File: src/rtl/dct_transpose_reader.sv
// Ping-pong transpose buffer between the column DCT and the row DCT.
// It captures 8x8 column-major blocks and streams them out one row per valid/ready handshake.
module dct_transpose_reader #(
  parameter int SIZE = 10,
  parameter int DIM  = 8
) (
  input  logic                                    clk,
  input  logic                                    rst,
  input  logic signed [DIM-1:0][DIM-1:0][SIZE-1:0] blk_in,
  input  logic                                    blk_valid,
  output logic                                    blk_ready,
  output logic signed [DIM-1:0][SIZE-1:0]          row_out,
  output logic [2:0]                              row_idx,
  output logic                                    row_last,
  output logic                                    row_valid,
  input  logic                                    row_ready,
  output logic                                    overflow,
  output logic                                    busy
);

  typedef enum logic {EMPTY = 1'b0, FULL = 1'b1} bank_state_e;

  bank_state_e                          state_q [2];
  bank_state_e                          state_d [2];
  logic [DIM-1:0][DIM-1:0][SIZE-1:0]    bank_q  [2];
  logic                                 wr_bank_q, wr_bank_d;
  logic                                 rd_bank_q, rd_bank_d;
  logic [2:0]                           row_cnt_q, row_cnt_d;
  logic                                 overflow_q, overflow_d;
  logic                                 capture, xfer, last_xfer;

  always_ff @(posedge clk or posedge rst) begin
    if (rst) begin
      state_q[0] <= EMPTY;
      state_q[1] <= EMPTY;
      wr_bank_q  <= 1'b0;
      rd_bank_q  <= 1'b0;
      row_cnt_q  <= 3'd0;
      overflow_q <= 1'b0;
    end else begin
      state_q    <= state_d;
      wr_bank_q  <= wr_bank_d;
      rd_bank_q  <= rd_bank_d;
      row_cnt_q  <= row_cnt_d;
      overflow_q <= overflow_d;
    end
  end

  // Capture and final-row release always target different banks when blk_ready is high,
  // so both updates can be applied independently in the same cycle.
  always_comb begin
    capture    = blk_valid && blk_ready;
    xfer       = row_valid && row_ready;
    last_xfer  = xfer && (row_cnt_q == 3'd7);
    state_d    = state_q;
    wr_bank_d  = wr_bank_q;
    rd_bank_d  = rd_bank_q;
    row_cnt_d  = row_cnt_q;
    overflow_d = overflow_q || (blk_valid && !blk_ready);
    if (capture) begin
      state_d[wr_bank_q] = FULL;
      wr_bank_d          = ~wr_bank_q;
    end
    if (xfer) begin
      row_cnt_d = row_cnt_q + 3'd1;
    end
    if (last_xfer) begin
      state_d[rd_bank_q] = EMPTY;
      rd_bank_d          = ~rd_bank_q;
    end
  end

  always_comb begin
    blk_ready = (state_q[wr_bank_q] == EMPTY);
    row_valid = (state_q[rd_bank_q] == FULL);
    busy      = (state_q[0] == FULL) || (state_q[1] == FULL);
    row_idx   = row_cnt_q;
    row_last  = row_valid && (row_cnt_q == 3'd7);
    overflow  = overflow_q;
    for (int c = 0; c < DIM; c++) begin
      row_out[c] = bank_q[rd_bank_q][c][row_cnt_q];
    end
  end

  always_ff @(posedge clk or posedge rst) begin
    if (rst) begin
      bank_q[0] <= '0;
      bank_q[1] <= '0;
    end else if (capture) begin
      bank_q[wr_bank_q] <= blk_in;
    end
  end

endmodule

File: config.mk
export PLATFORM = sky130hd
export DESIGN_NAME = dct_transpose_reader
export DESIGN_NICKNAME = d
export VERILOG_FILES = /design/src/rtl/dct_transpose_reader.sv
export SDC_FILE = /design/constraint.sdc
export NUM_CORES = 2
export LEC_CHECK = 0
export CORE_UTILIZATION = 51
export DETAILED_ROUTE_END_ITERATION = 10
export PLACE_DENSITY = 0.77
export SETUP_SLACK_MARGIN = 0.15
export SYNTH_ARGS = -nofsm -noshare
export SYNTH_HDL_FRONTEND = slang
export SYNTH_SLANG_ARGS = --single-unit
File: constraint.sdc
create_clock -name clk -period 47 [get_ports clk]
set_input_delay 9.4 -clock clk [delete_from_list [all_inputs] [get_ports clk]]
set_output_delay 9.4 -clock clk [all_outputs]
set_load 0.01 [all_outputs]
==> flow_summary.json <==
{
  "yosysUniqueCellTypes": 27,
  "drv_cap": 0,
  "synthSimpleGateAreaFrac_pct": 0.6632,
  "finalSetupViolations": 0,
  "relSlewSlack_pct": 24.17,
  "cp_max_fo": 54,
  "synth_top_family_by_area": "multiplexers",
  "place_area_mm2": 0.06632,
  "syn_inst": 3407,
  "io_buffers": 731,
  "die_w_um": 339.5,
  "drt_wl_total_um": 149600,
  "ios": 732,
  "start_util_pct": 51.58,
  "fin_crit_ns": 15.34,
  "finalCritPeriodShare_pct": 32.64,
  "die_h_um": 339.5,
  "ctsResizeCount": 0,
  "avgSynthCellArea_um2": 17.06,
  "yosysTopAreaCell": "dfrtp_1",
  "antenna_found_initial": 81,
  "hold_class": "flop to flop",
  "cts-htree-levels": 4,
  "grt_pass1_wl_um": 229300,
  "synth_edf_count": 0,
  "startpoint_type": "flop",
  "core_area_mm2": 0.1127,
  "layout_commonest_cell": "dfrtp_1",
  "syn_nets": 4053,
  "crit_path_start": "row_idx[0]",
  "max_slew.worst_pin.slew_ns": 1.138,
  "ant_nets": 0,
  "async_reset_ff_share_pct": 100.0,
  "cts_tree": "built",
  "crit_arrival_ns": 5.94,
  "overflow": 0,
  "cts-root-buf": "clkbuf_16",
  "seq_area_frac_synth_pct": 55.47,
  "status": "finished, final reports clean",
  "nFillCells": 8074,
  "tns_ns": 0,
  "drc": 0,
  "dp_slack_ns": 32.33,
  "clock-sinks": 1288,
  "synth_flop_cell": "dfrtp_1",
  "synth_fa_ha_area_share_pct": 0.04306,
  "synth_compound_area_share_pct": 2.114,
  "synthTopCellsByArea": "dfrtp_1 55%, mux2_2 19%, mux4_2 12%, mux2_4 7.4%, a22oi_1 2.1%",
  "synth_top_area_share_pct": 55.47,
  "hold_violations": 0,
  "via_per_inst": 5.828,
  "synth_warnings": 0,
  "numCtsBuffers": 139,
  "whs_ns": 0.4985,
  "multi_input_area_mm2": 0.02443,
  "pwr_density_cell_mw_per_mm2": 73.71,
  "fp.dieArea_mm2": 0.1153,
  "first_iter_violations": 1943,
  "clock_path_buffers": 3,
  "final_area_mm2": 0.07104,
  "final_nets": 4727,
  "clkTransAtPathRegs_ns": 0.06,
  "crit_path_end_kind": "primary output",
  "ir_drop_mv": 0.04883,
  "skew_ns": 0.01688,
  "wl_per_cell_um": 26.13,
  "maxSlewViolCount": 0,
  "drive_gt1_share_pct": 44.96,
  "globalplace.congestion": 0.8211,
  "grt_pass1_vias": 36450,
  "ys_seq_elements": 1288,
  "cellLeakagePower_nw": 30.64,
  "synth_area_mm2": 0.05811,
  "std_cell_rows": 123,
  "first_pass_iters": 5,
  "clk_latency_ns": 0.73,
  "fmax_ghz": 0.06518,
  "grt.total_usage_pct": 26.29,
  "synth_mux_area_share_pct": 39.14,
  "reg2reg_from": "state_q[1]",
  "rsz0062_at_grt": "no",
  "cts_hold_buf": 0,
  "grt_max_degree": 162,
  "path_class": "flop to primary output",
  "seq_area_mm2": 0.03224,
  "hp-start": "bank_q[306]",
  "vias": 33380,
  "dp_hpwl_um": 98810,
  "post-cts-setup-buffers": 0,
  "area_growth_pct": 22.26,
  "setup_ws_ns": 31.66,
  "finalPower_mw": 5.237,
  "cp.required_ns": 37.60,
  "synth-xor-area-share_pct": 0.01507,
  "final_cell_mix": "1286 x dfrtp_1, 995 x mux2_2, 731 x clkdlybuf4s50_1"
}
-- logic make-up (layout without fill, tap and decap cells) --
logic type      count (synthesis)  count (layout)
simple gates                   97              97
compound gates                164             164
mux                          1604            1604
fa+ha+maj                       2               2
xor+xnor                        1               1
other cells                     0              39
flops                        1288            1288
buf+inv                       251            1032
-- critical path, stage by stage, from the launching register on --
cell,delay [ns]
dfrtp_4,1.06
buf_4,0.72
buf_4,0.69
buf_4,0.75
mux4_2,0.63
a22oi_1,0.44
nand2_1,0.22
clkdlybuf4s50_1,0.55
-- per-layer routing --
layer | global-route usage [%] | up-vias | wire (um)
met5 | 0 | - | 552
met4 | 8.915 | 80 | 3431
met3 | 7.667 | 274 | 10830
met2 | 41.76 | 876 | 73490
met1 | 34.72 | 17880 | 61340
li1 | - | 14270 | -
-- registers in the layout, summed over array words and instances, names as in the netlist --
| name | count |
|---|---|
| row_idx | 3 |
| state_q | 2 |
| bank_q | 1280 |
| overflow | 1 |
| rd_bank_q | 1 |
| wr_bank_q | 1 |
-- path summary, 6_finish.rpt --
kind,cells past startpoint,slack (ns),endpoint
min reg2reg,1,0.50,bank_q[306]
max in group asynchronous,6,33.45,bank_q[405]
min,1,0.50,bank_q[306]
max,7,31.66,row_out[38]
max reg2reg,5,42.60,bank_q[930]
min in group asynchronous,2,9.22,bank_q[1159]
-- final cells by class --
| cell class | count | share of cell area [%] |
|---|---|---|
| Clock inverter | 28 | 0.3734 |
| Tap cell | 1500 | 2.642 |
| Inverter | 2 | 0.02113 |
| Multi-Input combinational cell | 1868 | 34.39 |
| Timing Repair Buffer | 782 | 10.93 |
| Clock buffer | 220 | 6.136 |
| Antenna cell | 39 | 0.1374 |
| Sequential cell | 1288 | 45.38 |
-- power by group --
part	internal, mW	switching (mW)	total [mW]
registers	1.67	0.307	1.98
logic	1.31	0.852	2.16
clock network	0.652	0.446	1.10
-- per-stage QoR --
stage	std cells	utilization, %
4_1_cts	5688	62.98
3_5_place_dp	5440	58.87
3_3_place_gp	5440	58.87
5_1_grt	5720	63.05
2_1_floorplan	3407	-
6_report	5727	63.06
-- synthesized netlist by cell type, drive strengths merged, types with 2 or more instances --
library cell	number
mux2	1283
buf	213
dfrtp	1288
mux4	320
a22oi	160
ha	2
nand2	87
nor2b	2
and2	2
inv	2
clkbuf	36
Power figures use the tool's default switching activity.
